<file path="src/rtl/ps2_scancode_decoder.sv">
// PS/2 Set-2 scan-code decoder: folds E0/F0/E1 sequences into key events queued in a FWFT FIFO.
// Optional PS2_SHIFT_TRACK_EN adds o_shift (either shift key currently held).
module ps2_scancode_decoder #(
  parameter int FIFO_DEPTH     = 4,
  parameter int TIMEOUT_CYCLES = 50000
) (
  input  logic       i_clk,
  input  logic       i_rst_n,
  input  logic [7:0] i_byte,
  input  logic       i_byte_valid,
  output logic [7:0] o_ev_code,
  output logic       o_ev_ext,
  output logic       o_ev_break,
  output logic       o_ev_valid,
  input  logic       i_ev_ready,
  output logic       o_bat_ok,
  output logic       o_err,
  output logic       o_overflow,
  input  logic       i_clr_ovf,
`ifdef PS2_SHIFT_TRACK_EN
  output logic       o_shift,
`endif
  output logic [2:0] o_dbg_state
);

  localparam int PTR_W = $clog2(FIFO_DEPTH);
  localparam int CNT_W = PTR_W + 1;
  localparam int TO_W  = (TIMEOUT_CYCLES > 2) ? $clog2(TIMEOUT_CYCLES) : 1;
  localparam logic [TO_W-1:0] TO_LAST = TO_W'(TIMEOUT_CYCLES - 1);

  typedef enum logic [2:0] {IDLE, EXT, BRK, EXT_BRK, PAUSE} state_t;

  state_t            state;
  logic [2:0]        skip_cnt;
  logic [TO_W-1:0]   timer;
  logic              ev_push;
  logic [9:0]        ev_word;   // {ext, brk, code}
  logic              is_special;

  // Handshake: the head transfers on any cycle where o_ev_valid && i_ev_ready;
  // the head is held unchanged while o_ev_valid && !i_ev_ready.
  logic [9:0]        mem [FIFO_DEPTH];
  logic [PTR_W-1:0]  wr_ptr, rd_ptr;
  logic [CNT_W-1:0]  count;
  logic              pop, full, wr;

  assign o_dbg_state = state;

  always_comb begin
    case (i_byte)
      8'hE0, 8'hF0, 8'hE1, 8'hAA, 8'h00, 8'hFF, 8'hFA, 8'hFE, 8'hEE: is_special = 1'b1;
      default: is_special = 1'b0;
    endcase
  end

  always_comb begin
    ev_push = 1'b0;
    ev_word = {2'b00, i_byte};
    if (i_byte_valid) begin
      case (state)
        IDLE:    ev_push = !is_special;
        EXT: begin
          ev_push = (i_byte != 8'hF0) && (i_byte != 8'hE0);
          ev_word = {2'b10, i_byte};
        end
        BRK: begin
          ev_push = 1'b1;
          ev_word = {2'b01, i_byte};
        end
        EXT_BRK: begin
          ev_push = 1'b1;
          ev_word = {2'b11, i_byte};
        end
        PAUSE: begin
          ev_push = (skip_cnt == 3'd1);
          ev_word = {2'b10, 8'hE1};
        end
        default: ev_push = 1'b0;
      endcase
    end
  end

  always_ff @(posedge i_clk or negedge i_rst_n) begin
    if (!i_rst_n) begin
      state    <= IDLE;
      skip_cnt <= '0;
      timer    <= '0;
      o_bat_ok <= 1'b0;
      o_err    <= 1'b0;
    end else begin
      o_bat_ok <= 1'b0;
      o_err    <= 1'b0;
      if (i_byte_valid) begin
        // A byte always wins over a coincident timeout.
        timer <= '0;
        case (state)
          IDLE: begin
            case (i_byte)
              8'hE0: state <= EXT;
              8'hF0: state <= BRK;
              8'hE1: begin
                state    <= PAUSE;
                skip_cnt <= 3'd7;
              end
              8'hAA:        o_bat_ok <= 1'b1;
              8'h00, 8'hFF: o_err    <= 1'b1;
              default:      state    <= IDLE;
            endcase
          end
          EXT: begin
            if (i_byte == 8'hF0)      state <= EXT_BRK;
            else if (i_byte != 8'hE0) state <= IDLE;
          end
          PAUSE: begin
            if (skip_cnt == 3'd1) state <= IDLE;
            else                  skip_cnt <= skip_cnt - 3'd1;
          end
          default: state <= IDLE;
        endcase
      end else if (state != IDLE) begin
        if (timer == TO_LAST) begin
          state <= IDLE;
          timer <= '0;
        end else begin
          timer <= timer + 1'b1;
        end
      end
    end
  end

  assign pop  = (count != '0) && i_ev_ready;
  assign full = (count == CNT_W'(FIFO_DEPTH));
  assign wr   = ev_push && (!full || pop);

  always_ff @(posedge i_clk) begin
    if (wr) mem[wr_ptr] <= ev_word;
  end

  always_ff @(posedge i_clk or negedge i_rst_n) begin
    if (!i_rst_n) begin
      wr_ptr     <= '0;
      rd_ptr     <= '0;
      count      <= '0;
      o_overflow <= 1'b0;
    end else begin
      if (wr)  wr_ptr <= wr_ptr + 1'b1;
      if (pop) rd_ptr <= rd_ptr + 1'b1;
      case ({wr, pop})
        2'b10:   count <= count + 1'b1;
        2'b01:   count <= count - 1'b1;
        default: count <= count;
      endcase
      if (ev_push && full && !pop) o_overflow <= 1'b1;
      else if (i_clr_ovf)          o_overflow <= 1'b0;
    end
  end

  assign o_ev_valid = (count != '0);
  assign {o_ev_ext, o_ev_break, o_ev_code} = o_ev_valid ? mem[rd_ptr] : 10'd0;

`ifdef PS2_SHIFT_TRACK_EN
  logic l_shift, r_shift;

  // Tracks the decoded event, so a dropped (overflowed) event still updates it.
  always_ff @(posedge i_clk or negedge i_rst_n) begin
    if (!i_rst_n) begin
      l_shift <= 1'b0;
      r_shift <= 1'b0;
    end else if (ev_push && !ev_word[9]) begin
      if (ev_word[7:0] == 8'h12) l_shift <= !ev_word[8];
      if (ev_word[7:0] == 8'h59) r_shift <= !ev_word[8];
    end
  end

  assign o_shift = l_shift | r_shift;
`endif

endmodule
</file>
<file path="config.mk">
export PLATFORM = sky130hd
export DESIGN_NAME = ps2_scancode_decoder
export DESIGN_NICKNAME = d
export VERILOG_FILES = /design/src/rtl/ps2_scancode_decoder.sv
export SDC_FILE = /design/constraint.sdc
export NUM_CORES = 1
export LEC_CHECK = 0
export ABC_AREA = 1
export CORE_UTILIZATION = 52
export DETAILED_ROUTE_END_ITERATION = 7
export PLACE_DENSITY = 0.82
export SYNTH_ARGS = -nofsm -noshare
export SYNTH_HDL_FRONTEND = slang
export SYNTH_SLANG_ARGS = --single-unit
</file>
<file path="constraint.sdc">
create_clock -name i_clk -period 2.4 [get_ports i_clk]
set_clock_uncertainty 0.2 [all_clocks]
set_input_delay 0.24 -clock i_clk [delete_from_list [all_inputs] [get_ports i_clk]]
set_output_delay 0.24 -clock i_clk [all_outputs]
set_load 0.005 [all_outputs]
</file>
# Word-level counts from Yosys, hierarchy flattened
# Memories as Yosys holds them, arrays and structs flattened.
# Index checks and enable logic that the tools add are counted.
[classes]
add_sub_neg = 6
eq_ne = 24
muxes = 31
reduce_logical = 24
[op_table]
columns = ["cell", "n"]
rows = [
  ["$eq 8x8->1 const B", 8],
  ["$mux 16", 3],
  ["$pmux 10 s4", 1],
  ["$mux 3", 8],
  ["$mux 10", 2],
  ["$add 16x1->16 const B", 1],
  ["$eq 16x16->1 const B", 1],
  ["$ne 8x8->1 const B", 2],
  ["$mux 1", 12],
  ["$pmux 3 s2", 2],
  ["$pmux 3 s4", 1],
  ["$reduce_bool 2->1", 5],
  ["$pmux 3 s3", 1],
  ["$reduce_or 9->1", 1],
  ["$logic_not 8->1", 1],
  ["$eq 3x1->1 const B", 2],
  ["$eq 3x2->1 const B", 2],
  ["$eq 3x3->1 const B", 2],
  ["$ne 3x3->1 const B", 2],
  ["$reduce_bool 3->1", 2],
  ["$sub 3x1->3 const B", 2],
  ["$logic_and 1x1->1", 5],
  ["$reduce_and 5->1", 1],
  ["$add 2x1->2 const B", 2],
  ["13 further kinds", 16],
]
[totals]
reg_bits = 32
ram_bits = 40
in_bits = 13
out_inout_bits = 17
word_cells = 95
mem_count = 1
[memory_table]
columns = ["memory", "depth", "word_bits", "rd", "rd_ports_with_merged_regs", "write_ports", "line_no", "rtl"]
rows = [
  ["mem", 4, 10, 1, 0, 1, "42", "logic [9:0] mem [FIFO_DEPTH];"],
]

# Depth between registers and ports, before layout
# Gate-level depths: netlist of the first run.
[depth]
word_depth = 9
ltp_mapped = 20

# Least setup slack after synthesis of the first run
# Ideal clock, no wire load.
[synth_path]
kind = "reg2reg"
startpoint = "reg state[0] (netlist: o_dbg_state[0])"
endpoint = "mem mem[0][0], enable pin"
setup_time_ns = 0.376
t_arrival_ns = 1.674
setup_slack_ns = 0.149
path_stages_with_launch = 12
n_path_buf = 0
period_less_slack_ns = 2.251
cell_sequence = "dfrtp_1 > inv_2 > nand2_2 > nor2_4 > nand2_1 > nor2_1 > nand2_1 > nand2_1 > nand2_1 > nand2_2 > nand3_2 > nor2_1"
[synth_between]
elab_chain_len = 7
elab_cells_between_ends = 11
classes_between = "eq/ne: 4; mux: 4; reduce/logical: 3"
[synth_lines]
columns = ["element", "line_no", "rtl"]
rows = [
  ["start, declared", "33", "state_t state;"],
  ["start signal, assigned", "85", "state <= IDLE;"],
  ["start signal, assigned", "99", "8'hE0: state <= EXT;"],
  ["start signal, assigned", "100", "8'hF0: state <= BRK;"],
  ["$eq 3x2->1", "60", "case (state)"],
  ["$reduce_or 2->1 (no source line)", "n/a", ""],
  ["$pmux 1 s4 (*)", "60", ""],
  ["$mux 1 (*)", "59", "if (i_byte_valid) begin"],
  ["$logic_and 1x1->1 (*)", "133", "assign wr = ev_push && (!full || pop);"],
  ["$mux 1 (*)", "136", "if (wr) mem[wr_ptr] <= ev_word;"],
  ["$mux 1 (implied by the code) (*)", "136", ""],
  ["end, declared", "42", ""],
]
# Every way passes the cells marked *; elsewhere a longest branch is shown, timed or not.

# Final worst setup path of the first run
[layout_path]
startpoint = "reg rd_ptr[0]"
endpoint = "out o_ev_code[3]"
[layout_between]
elab_chain_len = 2
[layout_lines]
columns = ["element", "line_no", "rtl"]
rows = [
  ["start, declared", "43", "logic [PTR_W-1:0] wr_ptr, rd_ptr;"],
  ["start signal, assigned", "147", "if (pop) rd_ptr <= rd_ptr + 1'b1;"],
  ["$mem_v2 4x10", "n/a", ""],
  ["$mux 10", "159", "assign {o_ev_ext, o_ev_break, o_ev_code} = o_ev_valid ? mem[rd_ptr] : 10'd0;"],
  ["end, declared", "11", "output logic [7:0] o_ev_code,"],
]
# No other way between the ends.

==> results of run 1 <==
[sequential cells by signal, indices dropped and copies added (netlist names)]
| register | cells |
|---|---|
| rd_ptr | 2 |
| o_bat_ok | 1 |
| o_err | 1 |
| mem | 40 |
| o_overflow | 1 |
| wr_ptr | 2 |
| skip_cnt | 3 |
| timer | 16 |
| o_dbg_state | 3 |
| count | 3 |
[cell usage after synthesis (3+ instances only)]
cell type,number
nor3_1,9
xor2_1,5
nand4_1,4
dfrtp_1,32
nor2_4,3
a21oi_1,22
nor2_1,77
nor2_2,8
nand3_1,13
o21ai_0,22
edfxtp_1,40
clkbuf_1,6
o22ai_1,4
inv_1,56
nand2_1,56
ha_1,7
inv_2,6
nand2_2,10
[per-layer routing]
| layer | up-vias | part of all wire [%] | GRT usage [%] |
|---|---|---|---|
| met2 | 49 | 53 | 40.9 |
| met5 | - | 0 | 0 |
| met4 | 0 | 0.81 | 8.03 |
| met3 | 7 | 3.7 | 4.52 |
| met1 | 1396 | 43 | 28.1 |
| li1 | 1463 | - | - |
[how the worst max path moves through the flow]
stage	startpoint	to	slack, ps	cells past startpoint
2_1_floorplan	o_dbg_state[0]	mem[0][0]	150	11
3_3_place_gp	i_byte[1]	count[2]	-150	19
3_5_place_dp	i_byte[1]	count[2]	-240	19
4_1_cts	rd_ptr[0]	o_ev_code[0]	1	6
5_1_grt	rd_ptr[0]	o_ev_code[3]	-70	6
6_report	rd_ptr[0]	o_ev_code[3]	20	6
[final cells by class]
cell class / count / area share (%)
Sequential cell: 72 / 44.0
Inverter: 62 / 5.19
Timing Repair Buffer: 67 / 13.7
Timing Repair inverter: 2 / 0.330
Clock buffer: 10 / 2.80
Multi-Input combinational cell: 262 / 30.3
Tap cell: 96 / 2.64
Clock inverter: 6 / 0.989
[worst max-delay path, stage by stage, from the launching register on]
cell and delay (ps):
dfrtp_2 470, clkbuf_16 190, nor2_1 60, nor2_1 90, o21ai_0 90, a21oi_1 170
clkdlybuf4s50_1 530
[through the flow]
stage	hold WS, ps	worst slack [ps]	setup TNS (ps)
floorplan	-256	149	0
global placement	267	-150	-1460
detailed placement	277	-242	-4430
CTS	109	1.30	0
global route	157	-65.4	-85.0
finish	103	20.4	0
[logic make-up (layout without fill, tap and decap cells)]
group,count (synthesis),count (layout)
AOI/OAI and AO/OA,60,60
and+or+nand+nor,188,188
xor gates and xnor gates,6,6
adders and majority gates,8,8
DFF,72,72
buffers and inverters,69,147
[repair_timing]
item                                    in CTS  in global routing
gates cloned                                 1                  2
buffers inserted                             0                  5
endpoints found under the setup margin      10                 11
gates resized for setup                      6                 13
pin swaps                                    0                  5
[power breakdown]
part           total [mW]  leakage (nW)  switching (mW)  internal (mW)
registers            1.63         0.784           0.108           1.52
clock network       0.859        0.0789           0.481          0.379
logic                1.53          1.16           0.789          0.739
==> impl_metrics.csv, run 1 <==
group,metric,value,unit
timing,fin_crit_sh,99.1,%
placed_design,place_area,0.00426,mm^2
floorplan,io_pins,30,
global_routing,antenna_found_initial,0,
global_routing,grt_pass1_vias,2843,
min_path,hold_class,"input port to asynchronous set/reset pin",
detailed_routing,drt_pass1_iterations,4,
logic_synthesis,synth.area.top_cells,"edfxtp_1, dfrtp_1, nor2_1, inv_1, nand2_1",
global_routing,grt_use_total,23.0,%
clocking,cts_tree,"yes",
logic_synthesis,ys_types,38,
placed_design,dp_hpwl,5410,um
final_layout,final_cell_mix,"nor2_1, nand2_1, inv_1, edfxtp_1, buf_4",
worst_setup_path,regToRegSetupSlack,180,ps
placed_design,gp_congestion,0.914,
worst_setup_path,endpoint_kind,"primary output",
logic_synthesis,synthMuxAreaShare,0,%
timing,hold_viol,0,
worst_setup_path,worstSetupPathType,"flop to primary output",
logic_synthesis,synth_compound_area_share,9.42,%
logic_synthesis,syn_area,0.00364,mm^2
clocking,cts_buffers,9,
placed_design,io_buffers,29,
power,p_per_area,882,mW/mm^2
detailed_routing,wire_per_inst,13.8,um
final_layout,final_area,0.00455,mm^2
placed_design,dp.cells,553,
floorplan,die_y,85.7,um
logic_synthesis,synth_top_family_by_area,"simple AND/OR/NAND/NOR gates",
detailed_routing,vias,2915,
final_layout,antenna_cells,0,
run_status,outcome,"complete, no violations",
final_layout,final_nets,497,
detailed_routing,viasPerCell,5.05,
worst_setup_path,r2r_start,"o_dbg_state[0]",
final_layout,area_delta_synth_final,25.1,%
power,total_power,4.02,mW
timing,fmax,0.420,GHz
clocking,clock-root-buffer,"clkbuf_8",
timing,tightest_slew,634,ps
timing,drv_slew,0,
logic_synthesis,synthAdderAreaFrac,2.96,%
logic_synthesis,synth_seq_cells,72,
timing,relSlewSlack,57.4,%
logic_synthesis,synth-simple-area-share,23.9,%
logic_synthesis,yosysTopAreaCellShare,33.0,%
final_layout,final_cells,577,
detailed_routing,ant_nets,0,
logic_synthesis,synth_edf_count,40,
clocking,worstSkewPairLatency,350,ps
worst_setup_path,critPathRequiredTime,1960,ps
timing,post-route-min-period,2380,ps
floorplan,die_w,85.7,um
logic_synthesis,syn_area_per_cell,9.03,um^2
timing,finalSetupViolCount,0,
run,cap_violations,0,
global_routing,grt_max_degree,33,
final_layout,fillers,530,
power,vdd_drop_max,517,uV
worst_setup_path,worstRegToRegCells,19,
logic_synthesis,seq_area_frac_synth,55.0,%
final_layout,layout-drive-gt1-share,20.8,%
clocking,cts_buffer_depth,2,
clocking,cts_hold_buf,0,
logic_synthesis,synth_xor_area_share,1.65,%
power,p_leak,2.02,nW
logic_synthesis,yosys_warnings,0,
global_routing,grt_pass1_wl,12900,um
final_layout,ff_latch_area,0.00201,mm^2
worst_setup_path,arrival,1940,ps
clocking,cts.clk_slew.worst_paths,90,ps
detailed_routing,first_iter_violations,148,
logic_synthesis,ys_async_sr_fraction,44.4,%
global_routing,grt_overflow,0,
logic_synthesis,syn_inst,403,
detailed_routing,wl,7940,um
clocking,clkSinkCount,72,
logic_synthesis,synth_nets,424,
final_layout,fin_util,67.0,%
clocking,htree_levels,3,
floorplan,rows,30,
floorplan,dieArea,0.00734,mm^2
detailed_routing,drc_errors,0,
worst_setup_path,crit_path_max_fanout,11,
floorplan,core-area,0.00679,mm^2
logic_synthesis,synth_flop_cell,"edfxtp_1",
logic_synthesis,post-synth-top-area-cell,"edfxtp_1",
final_layout,final_common_cell,"nor2_1",
worst_setup_path,r2r_end,"count[2]",
floorplan,start_util,53.6,%
final_layout,multi_input_area,0.00138,mm^2
worst_setup_path,critPathLaunchType,"flop",
Power figures use the tool's default switching activity.
==> run 2: changes to the inputs <==
--- a/config.mk
+++ b/config.mk
@@ -8,6 +8,8 @@
 export ABC_AREA = 1
 export CORE_UTILIZATION = 52
 export DETAILED_ROUTE_END_ITERATION = 7
+export GPL_ROUTABILITY_DRIVEN = 0
+export GPL_TIMING_DRIVEN = 0
 export PLACE_DENSITY = 0.82
 export SYNTH_ARGS = -nofsm -noshare
 export SYNTH_HDL_FRONTEND = slang
==> run 2 against run 1 <==
Compared with the run above: register-to-register slack got worse by 80 ps; final area decreased by 0.66%; non-clock buffer count decreased by 15; critical path type unchanged; largest cell class unchanged.
==> impl_metrics.csv, run 2 (synthesized netlist as in run 1, its figures left out) <==
group,metric,value,unit
detailed_routing,drc_errors,0,
min_path,hp-start,"i_byte[4]",
final_layout,fin_util,66.6,%
clocking,cts_tree,"yes",
timing,post-route-min-period,2370,ps
floorplan,rows,30,
global_routing,grt_pass1_vias,2730,
power,p_leak,1.95,nW
global_routing,grt_use_met1,29.1,%
run_status,outcome,"complete, no violations",
worst_setup_path,r2r_start,"o_dbg_state[1]",
final_layout,reg_top3,"mem: 40 flops, timer: 16 flops",
placed_design,io_buffers,29,
detailed_routing,drt_pass1_iterations,4,
timing,fin_crit_sh,98.7,%
worst_setup_path,crit_path_max_fanout,10,
placed_design,dp_hpwl,5260,um
final_layout,antenna_cells,0,
clocking,worstSkewPairLatency,350,ps
clocking,cts.clk_slew.worst_paths,90,ps
power,p_per_area,923,mW/mm^2
detailed_routing,viasPerCell,5.18,
min_path,hold-path-endpoint,"o_bat_ok",
timing,relSlewSlack,51.4,%
min_path,hold_class,"input port to flop",
floorplan,die_y,85.7,um
global_routing,grt_use_total,22.9,%
final_layout,regMostFlops,"mem",
detailed_routing,first_iter_violations,184,
floorplan,io_pins,30,
final_layout,final_common_cell,"nor2_1",
global_routing,use_met3,3.66,%
clocking,cts_buffers,9,
detailed_routing,wire_per_inst,14.3,um
min_path,min_delay_path_depth,4,
global_routing,grtUsageMet2,38.6,%
timing,whs,114,ps
global_routing,antenna_found_initial,0,
clocking,clock-root-buffer,"clkbuf_8",
global_routing,busiest_layer,"met2",
clocking,htree_levels,3,
global_routing,grt_pass1_wl,12800,um
worst_setup_path,critPathLaunchType,"flop",
timing,hold_viol,0,
timing,drv_slew,0,
worst_setup_path,r2r_end,"count[2]",
floorplan,core-area,0.00679,mm^2
clocking,cts_buffer_depth,2,
final_layout,final_nets,480,
floorplan,die_w,85.7,um
final_layout,largest_reg_flops,40,
floorplan,dieArea,0.00734,mm^2
detailed_routing,wl,8040,um
floorplan,start_util,53.6,%
final_layout,layout-drive-gt1-share,20.0,%
final_layout,area_delta_synth_final,24.3,%
worst_setup_path,arrival,1930,ps
worst_setup_path,endpoint_kind,"primary output",
worst_setup_path,critPathRequiredTime,1960,ps
global_routing,grt_max_degree,33,
timing,rsz0062_at_grt,"yes",
worst_setup_path,worstRegToRegCells,18,
detailed_routing,ant_nets,0,
worst_setup_path,worstSetupPathType,"flop to primary output",
final_layout,final_cell_mix,"nor2_1, nand2_1, inv_1, edfxtp_1, dfrtp_1",
global_routing,grt_overflow,0,
run,cap_violations,0,
timing,fmax,0.422,GHz
power,vdd_drop_max,532,uV
worst_setup_path,regToRegSetupSlack,100,ps
timing,tightest_slew,729,ps
detailed_routing,vias,2903,
timing,finalSetupViolCount,0,
clocking,clkSinkCount,72,
run 2: power breakdown:
group	leakage (nW)	switching, mW	internal [mW]
clock	0.0964	0.495	0.490
combinational	1.07	0.829	0.744
sequential	0.781	0.0958	1.52
total	1.95	1.42	2.76
run 2: timing repair:
action                                 4_1_cts  5_1_grt
endpoints found under the hold margin       32        0
setup endpoints to repair                   51       52
gates resized for setup                     23       25
pin swaps                                    1        9
setup buffers                                4       11
hold buffers                                 1        0
run 2: worst max path at each step:
stage	startpoint	slack (ps)	cells after the start	endpoint
2_1_floorplan	o_dbg_state[0]	150	11	mem[0][0]
3_3_place_gp	i_byte[1]	-610	11	mem[1][2]
3_5_place_dp	i_byte[1]	-740	11	mem[1][1]
4_1_cts	i_byte[2]	-50	11	mem[3][9]
5_1_grt	count[2]	-50	6	o_ev_code[7]
6_report	rd_ptr[0]	30	5	o_ev_code[7]
run 2: layout make-up:
class	count	area (um^2)
fill	512	2270
clock inverter	7	80.1
multi-input combinational	262	1430
clock buffer	9	124
timing repair buffer	45	465
inverter	62	233
tap	96	120
sequential	72	2010
buffer	7	66.3
run 2: critical path, stage by stage, from the launching register on:
cell	delay (ps)
dfrtp_2	450
inv_1	140
buf_6	160
o21ai_0	100
a21oi_1	200
clkdlybuf4s50_1	530
run 2: through the flow:
stage          total power, mW  setup TNS (ps)  area [um^2]  setup WS (ps)  instances
2_1_floorplan             2.37               0         3640            149        403
3_3_place_gp              2.89          -24330         4050           -615        528
3_5_place_dp              2.94          -27100         4050           -736        528
4_1_cts                   3.99            -696         4340          -52.4        549
5_1_grt                   4.42            -212         4520          -53.1        560
6_report                  4.18               0         4520           30.4        560
run 2: routing by layer:
metal / wire length (um) / vias up
li1: - / 1429
met1: 3510 / 1399
met2: 4100 / 63
met3: 275 / 12
met4: 155 / 0
met5: 0 / -
